$ cat config.mk
export PLATFORM = sky130hd
export DESIGN_NAME = vcr_ovc_ctrl_shared
export DESIGN_NICKNAME = d
export VERILOG_FILES = /design/src/rtl/vcr_ovc_ctrl_shared.sv
export SDC_FILE = /design/constraint.sdc
export NUM_CORES = 1
export LEC_CHECK = 0
export BUFFER_PORTS_ARGS = -buffer_cell sky130_fd_sc_hd__buf_4
export CORE_MARGIN = 4
export CORE_UTILIZATION = 40
export DETAILED_ROUTE_END_ITERATION = 10
export GPL_TIMING_DRIVEN = 0
export HOLD_SLACK_MARGIN = 0.03
export PLACE_DENSITY_LB_ADDON = 0.1
export SETUP_SLACK_MARGIN = 0.02
export SLEW_MARGIN = 20
export SYNTH_ARGS = -nofsm -noshare
export SYNTH_HDL_FRONTEND = slang
export SYNTH_SLANG_ARGS = --single-unit
$ cat constraint.sdc
create_clock -name clk -period 3.5 [get_ports clk]
set_clock_uncertainty 0.05 [all_clocks]
set_input_delay 0.35 -clock clk [delete_from_list [all_inputs] [get_ports clk]]
set_output_delay 0.35 -clock clk [all_outputs]
set_load 0.01 [all_outputs]
$ cat src/rtl/vcr_ovc_ctrl_shared.sv
// Output-side VC controller: tracks allocation state and downstream credits for a
// private and a shared bank of output VCs, and presents eligibility/free vectors.
module vcr_ovc_ctrl_shared #(
  parameter int unsigned num_vcs            = 4,
  parameter int unsigned buffer_size_per_vc = 8,
  parameter bit          atomic_vc_alloc    = 1'b1,
  localparam int unsigned VcW               = (num_vcs > 1) ? $clog2(num_vcs) : 1
) (
  input  logic               clk,
  input  logic               reset,
  input  logic [num_vcs-1:0] vc_gnt_ovc,
  input  logic [num_vcs-1:0] vc_gnt_shared_ovc,
  input  logic               sw_gnt,
  input  logic [num_vcs-1:0] sw_sel_ovc,
  input  logic               sw_sel_shared,
  input  logic               flit_tail,
  input  logic               cred_valid,
  input  logic               cred_shared,
  input  logic [VcW-1:0]     cred_vc,
  output logic [num_vcs-1:0] elig_ovc,
  output logic [num_vcs-1:0] elig_shared_ovc,
  output logic [num_vcs-1:0] free_ovc,
  output logic [num_vcs-1:0] free_shared_ovc,
  output logic               shared_vc_active,
  output logic [2:0]         err
);

  localparam int unsigned     CntW = $clog2(buffer_size_per_vc + 1);
  localparam logic [CntW-1:0] Full = CntW'(buffer_size_per_vc);

  // StDrain is the allocated-with-tail-sent state, waiting for credits to return.
  typedef enum logic [1:0] {StIdle, StActive, StDrain} ovc_state_e;

  // Bank 0 is private, bank 1 is shared.
  ovc_state_e      state_q [2][num_vcs];
  ovc_state_e      state_d [2][num_vcs];
  logic [CntW-1:0] cnt_q   [2][num_vcs];
  logic [CntW-1:0] cnt_d   [2][num_vcs];
  logic [2:0]      err_q, err_d;

  // Next-state for every OVC's credit counter and allocation state, plus sticky errors.
  always_comb begin
    logic bk, gnt, dep, crd, rel;
    bk    = 1'b0;
    gnt   = 1'b0;
    dep   = 1'b0;
    crd   = 1'b0;
    rel   = 1'b0;
    err_d = err_q;
    for (int b = 0; b < 2; b++) begin
      for (int v = 0; v < int'(num_vcs); v++) begin
        bk  = (b == 1);
        gnt = bk ? vc_gnt_shared_ovc[v] : vc_gnt_ovc[v];
        dep = sw_gnt && sw_sel_ovc[v] && (sw_sel_shared == bk);
        crd = cred_valid && (cred_shared == bk) && (int'(cred_vc) == v);
        rel = 1'b0;

        cnt_d[b][v] = cnt_q[b][v];
        if (dep && !crd) begin
          if (cnt_q[b][v] == '0) err_d[1] = 1'b1;
          else                   cnt_d[b][v] = cnt_q[b][v] - CntW'(1);
        end else if (crd && !dep) begin
          if (cnt_q[b][v] == Full) err_d[0] = 1'b1;
          else                     cnt_d[b][v] = cnt_q[b][v] + CntW'(1);
        end

        state_d[b][v] = state_q[b][v];
        unique case (state_q[b][v])
          StIdle: begin
            if (gnt) state_d[b][v] = StActive;
          end
          StActive: begin
            if (dep && flit_tail) begin
              rel = 1'b1;
              // Skip the drain when every credit is already back after this cycle.
              state_d[b][v] = (atomic_vc_alloc && (cnt_d[b][v] != Full)) ? StDrain : StIdle;
            end
          end
          StDrain: begin
            if (cnt_d[b][v] == Full) begin
              rel           = 1'b1;
              state_d[b][v] = StIdle;
            end
          end
          default: state_d[b][v] = StIdle;
        endcase

        // A grant landing on the releasing cycle re-opens the OVC instead of erroring.
        if (gnt && (state_q[b][v] != StIdle)) begin
          if (rel) state_d[b][v] = StActive;
          else     err_d[2] = 1'b1;
        end
      end
    end
  end

  // State register; reset returns every OVC to idle with a full credit count.
  always_ff @(posedge clk or negedge reset) begin
    if (!reset) begin
      for (int b = 0; b < 2; b++) begin
        for (int v = 0; v < int'(num_vcs); v++) begin
          state_q[b][v] <= StIdle;
          cnt_q[b][v]   <= Full;
        end
      end
      err_q <= '0;
    end else begin
      for (int b = 0; b < 2; b++) begin
        for (int v = 0; v < int'(num_vcs); v++) begin
          state_q[b][v] <= state_d[b][v];
          cnt_q[b][v]   <= cnt_d[b][v];
        end
      end
      err_q <= err_d;
    end
  end

  // Outputs decoded purely from registered state.
  always_comb begin
    elig_ovc         = '0;
    elig_shared_ovc  = '0;
    free_ovc         = '0;
    free_shared_ovc  = '0;
    shared_vc_active = 1'b0;
    for (int v = 0; v < int'(num_vcs); v++) begin
      elig_ovc[v]        = (state_q[0][v] == StIdle);
      elig_shared_ovc[v] = (state_q[1][v] == StIdle);
      free_ovc[v]        = (cnt_q[0][v] != '0);
      free_shared_ovc[v] = (cnt_q[1][v] != '0);
      if (state_q[1][v] != StIdle) shared_vc_active = 1'b1;
    end
    err = err_q;
  end

endmodule
## Word level (Yosys, flattened, before mapping)

Index checks and enable logic that the tools add are counted.

- Add/sub/neg operators: 16
- Eq/ne operators: 43
- Muxes and demuxes: 172
- Bitwise operators: 2
- Reductions and logical operators: 103

Operators by type and width:

| operator | number |
|---|---|
| $mux 4 | 32 |
| $mux 2 | 48 |
| $mux 1 | 76 |
| $eq 4x4->1 const B | 16 |
| $logic_and 1x1->1 | 54 |
| $pmux 2 s3 | 8 |
| $add 4x1->4 const B | 8 |
| $logic_not 4->1 | 8 |
| $ne 4x4->1 const B | 8 |
| $reduce_bool 4->1 | 8 |
| $sub 4x1->4 const B | 8 |
| $eq 2x2->1 const B | 10 |
| $eq 2x1->1 const B | 9 |
| $logic_not 2->1 | 9 |
| $logic_not 1->1 | 16 |
| $pmux 1 s2 | 8 |
| $reduce_bool 2->1 | 8 |
| $not 1->1 | 2 |

- Bits in registers: 51
- Input bits: 21
- Output and inout bits: 20
- Word-level logic and storage cells: 353

## Longest topological paths before layout

- Depth after elaboration: 27
- Gate-level depth with buffers: 11
- Mapped depth without buffers: 11

## Least setup slack after synthesis

No wires, ideal clock.

- Path type: reg2reg
- Start: register cnt_q[4] (netlist bit)
- End: register err_q[2], in the netlist err[2]
- Setup time: 0.138 ns
- Arrival time: 2.621 ns
- Required time: 3.312 ns
- Slack: 0.691 ns
- Cell stages (with the launch flop): 10
- Buffers on the path: 0
- Period minus slack after synthesis: 2.809 ns
- Path through: dfrtp_1 -> inv_1 -> ha_1 -> or3b_1 -> a21oi_1 -> o31ai_1 -> or4b_4 -> o22ai_2 -> a21oi_1 -> or4_1

RTL lines:

| item | line | source |
|---|---|---|
| from (decl) | 37 | `logic [CntW-1:0] cnt_q [2][num_vcs];` |
| from (signal, indexed assignment) | 103 | `cnt_q[b][v] <= Full;` |
| from (signal, indexed assignment) | 111 | `cnt_q[b][v] <= cnt_d[b][v];` |
| to (signal assigned) | 114 | `err_q <= err_d;` |
| to (decl) | 39 | `logic [2:0] err_q, err_d;` |

## Worst setup path in the final report

- Start: register cnt_q[21] (netlist bit)
- End: register err_q[2], in the netlist err[2]

- Longest elaborated chain between the ends: 19
- Elaborated cells on any way between the ends: 23
- Those cells by class: add/sub: 2; eq/ne: 2; mux: 18; reduce/logical: 1

RTL lines:

| item | line | source |
|---|---|---|
| $add 4x1->4 / $eq 4x4->1 (equally long branches) | 64, 63 |  |
| $mux 4 | 63 | `if (cnt_q[b][v] == Full) err_d[0] = 1'b1;` |
| $mux 4 | 62 | `end else if (crd && !dep) begin` |
| $mux 4 * | 59 | `if (dep && !crd) begin` |
| $eq 4x4->1 * | 80 | `if (cnt_d[b][v] == Full) begin` |
| $mux 1 * | 80 |  |
| $pmux 1 s2 * | 68 | `unique case (state_q[b][v])` |
| $mux 1 * | 90 | `if (rel) state_d[b][v] = StActive;` |
| [4 not listed] | n/a |  |
| $mux 1 * | 89 | `if (gnt && (state_q[b][v] != StIdle)) begin` |
| $mux 1 | 90 |  |
| $mux 1 * | 89 |  |
| $mux 1 | 90 |  |
| $mux 1 * | 89 |  |
| $mux 1 | 90 |  |
| $mux 1 * | 89 |  |
| via err_d[2] | 39 |  |

The timed path passes the listed nets; every way through them passes the cells marked *.

==> impl_metrics.env <==
export IMPL_status="finished, final reports clean"
export IMPL_cts_buffer_depth=2
export IMPL_ir_worst_vdd_uv=301
export IMPL_htreeDepth=2
export IMPL_die_w_um=118
export IMPL_place_hpwl_mm=9.64
export IMPL_track_usage_pct=17.7
export IMPL_path_class="flop to flop"
export IMPL_cts_root_buf="clkbuf_16"
export IMPL_setup_tns_final_ns=0
export IMPL_sequentialPowerShare_pct=32.2
export IMPL_synth_warnings=0
export IMPL_rows=40
export IMPL_die_area_mm2=0.0140
export IMPL_relSlewSlack_pct=52.5
export IMPL_fin_util_pct=46.0
export IMPL_path_cells="inv_1, ha_1, or3b_2, nand3_1, o21ai_0, xnor2_1, a41oi_1, a32oi_1, o311ai_1, or4_1"
export IMPL_p_int_mw=2.09
export IMPL_syn_inst=576
export IMPL_required_ns=3.63
export IMPL_fin_nets=691
export IMPL_syn_to_final_growth_pct=12.7
export IMPL_slowest_stage="or3b_2"
export IMPL_p_sw_share_pct=45.4
export IMPL_final_layout_size_suffix_gt1_share_pct=15.9
export IMPL_clk_insertion_delay_late_ns=0.30
export IMPL_hold_viol_final=0
export IMPL_clk_pin_slew_ns=0.07
export IMPL_synth_compound_area_share_pct=21.9
export IMPL_wl_per_cell_um=16.5
export IMPL_grt_remaining_overflow=0
export IMPL_synth_top_family_by_area="simple AND/OR/NAND/NOR gates"
export IMPL_place_gp_congestion=0.879
export IMPL_grt_first_pass_wirelength_mm=20.6
export IMPL_antenna_found_initial=1
export IMPL_ctsHoldBuffers=0
export IMPL_ys_seq_elements=51
export IMPL_slew_violations=0
export IMPL_synthAdderAreaFrac_pct=12.3
export IMPL_yosysTopAreaCellShare_pct=22.0
export IMPL_first_global_vias=4329
export IMPL_slowest_delay_ns=0.52
export IMPL_top_layer_used="met4"
export IMPL_fin_hold_ws_ns=0.0535
export IMPL_wirelength_mm=12.7
export IMPL_crit_path_end_kind="flop"
export IMPL_power_switching_mw=1.74
export IMPL_drt_iter0_drc=301
export IMPL_p_leak_nw=2.32
export IMPL_drt_pass1_iterations=5
export IMPL_finalCriticalPeriod_ns=3.13
export IMPL_yosys_area_share_simple_pct=29.5
export IMPL_combinationalPowerShare_pct=54.5
export IMPL_vias=4557
export IMPL_wl_met3_um=504
export IMPL_cts_inserted_buffers=5
export IMPL_ys_flop_type="dfrtp_1"
export IMPL_power_total_mw=3.83
export IMPL_portBuffers=39
export IMPL_max_freq_ghz=0.319
export IMPL_reg2regPathDepth=10
export IMPL_async_reset_ff_share_pct=100
export IMPL_tightest_slew_ns=0.712
export IMPL_wl_met2_mm=6.27
export IMPL_synth_area_mm2=0.00488
export IMPL_max_cap_violations=0
export IMPL_clkPwrFrac_pct=13.3
export IMPL_num_io_pins=41
export IMPL_pwr_density_cell_mw_per_mm2=697
export IMPL_cp_arrival_ns=3.26
export IMPL_min_path_type="primary input to asynchronous set/reset pin"
export IMPL_nFillCells=1181
export IMPL_synthTopCellsByArea="dfrtp_1 (22%), ha_1 (12%), inv_1 (5.1%)"
export IMPL_path_max_fanout=6
export IMPL_cts_num_sinks=51
export IMPL_cts_tree="yes"
export IMPL_synth_seq_area_share_pct=26.4
export IMPL_start_kind="flop"
export IMPL_synth_xor_area_share_pct=1.79
export IMPL_initial_utilization_pct=40.8
export IMPL_drc=0
export IMPL_postCtsSetupRepairBufs=0
export IMPL_rsz0062_at_grt="false"
export IMPL_postSynthAreaPerCell_um2=8.47
export IMPL_setup_viol=0
export IMPL_grt_max_degree=52
export IMPL_die_y_um=118
export IMPL_cts_resized=0
export IMPL_wl_met1_mm=5.76
export IMPL_viasPerCell=5.93
export IMPL_insertedDiodeCount=0
export IMPL_synth_top_area_cell="dfrtp_1"
export IMPL_fp_coreArea_mm2=0.0120
export IMPL_synth_area_mux_share_pct=0.666
export IMPL_fin_crit_sh_pct=89.5
export IMPL_synth_edf_count=0
export IMPL_postRouteAntennaNets=0
export IMPL_synth_cell_type_count=84
export IMPL_synth_nets=645
-- metrics by stage --
step                cells  area [µm²]  setup slack [ns]
CTS                   769        5500             0.373
floorplan             576        4880             0.691
global route          769        5500             0.159
finish                769        5500             0.366
global placement      762        5360             0.213
detailed placement    762        5360             0.194
-- path summary, 6_finish.rpt --
check,from,endpoint,slack (ns)
max in group asynchronous,reset,state_q[8],2.88
worst min-delay path,reset,state_q[2],0.05
worst max register to register,cnt_q[21],err[2],0.37
worst max-delay path,cnt_q[21],err[2],0.37
worst min register to register,err[0],err[0],0.46
min in group clk,vc_gnt_ovc[3],state_q[9],0.23
-- layout make-up --
| class | count | area (µm²) | area share (%) |
|---|---|---|---|
| Sequential cell | 51 | 1290 | 23.4 |
| Timing Repair Buffer | 39 | 293 | 5.32 |
| Tap cell | 147 | 184 | 3.34 |
| Multi-Input combinational cell | 439 | 3230 | 58.7 |
| Clock buffer | 6 | 139 | 2.52 |
| Inverter | 66 | 248 | 4.50 |
| Clock inverter | 1 | 5.00 | 0.0910 |
| Buffer | 20 | 120 | 2.18 |
-- Yosys cell counts, types with 6 or more instances --
cell / number
and3_1: 7
a22oi_1: 7
nand2_1: 51
dfstp_2: 8
buf_2: 6
o31ai_1: 7
ha_1: 48
dfrtp_1: 43
o221ai_1: 6
nand4b_1: 12
nand4_1: 8
and3b_1: 10
o21ai_0: 13
clkbuf_1: 7
xnor2_1: 10
o31a_1: 6
or3_1: 7
a311oi_1: 8
a21oi_1: 36
nor2b_1: 8
nor3b_1: 9
o22ai_1: 8
nor3_1: 27
nand3_1: 29
nand3b_1: 6
nor2_1: 17
inv_1: 66
-- state kept, by name, indices dropped and copies added, names as in the netlist --
name / cells
err: 3
cnt_q: 32
state_q: 16
-- cells in the final DEF (no fill, tap or decap), types with 5 or more instances in the layout --
cell and count:
dfstp_2 8, clkbuf_16 5, o21ai_0 13, o31a_1 6
nand4b_1 12, buf_4 43, buf_2 6, clkbuf_1 7
inv_1 66, ha_1 48, o31ai_1 7, nand4_1 8
nand2_1 51, or3_1 7, a311oi_1 8, xnor2_1 10
and3_1 7, a21oi_1 36, a22oi_1 7, nor3b_1 9
o22ai_1 8, and3b_1 10, dfrtp_1 43, nand3_1 29
o211ai_1 5, a31oi_1 5, o221ai_1 6, nor2b_1 8
nor3_1 27, nor2_1 17, nand3b_1 6
-- critical path, delay by kind of cell, from the launching register on --
family	cells	cell delay, ns
XOR/XNOR	1	0.27
buffers and inverters	1	0.10
adder cells (fa/ha/maj)	1	0.21
flip-flops	1	0.43
AND/OR/NAND/NOR	3	1.10
AO/OA/AOI/OAI	4	0.85
-- per-layer routing --
metal	vias up	global-route usage (%)
li1	2246	-
met1	2206	22.7
met2	92	29.9
met3	13	4.26
met4	0	4.34
met5	-	0
-- power by group through the flow --
stage	Combinational [mW]	Clock, mW	Sequential [mW]
after global placement	2.03	0	1.23
after CTS	2.09	0.532	1.23
final	2.09	0.511	1.24
after detailed placement	2.08	0	1.23
after global routing	2.33	0.556	1.28
after floorplan	1.54	0	1.15
-- logic make-up (layout without fill, tap and decap cells) --
kind of cell	count (synthesis)	after routing
AND/OR/NAND/NOR	231	231
AO/OA/AOI/OAI	147	147
buffers and inverters	86	132
flip-flops	51	51
adder cells (fa/ha/maj)	48	48
XOR/XNOR	10	10
multiplexers	3	3
(Power assumes the default switching activity.)
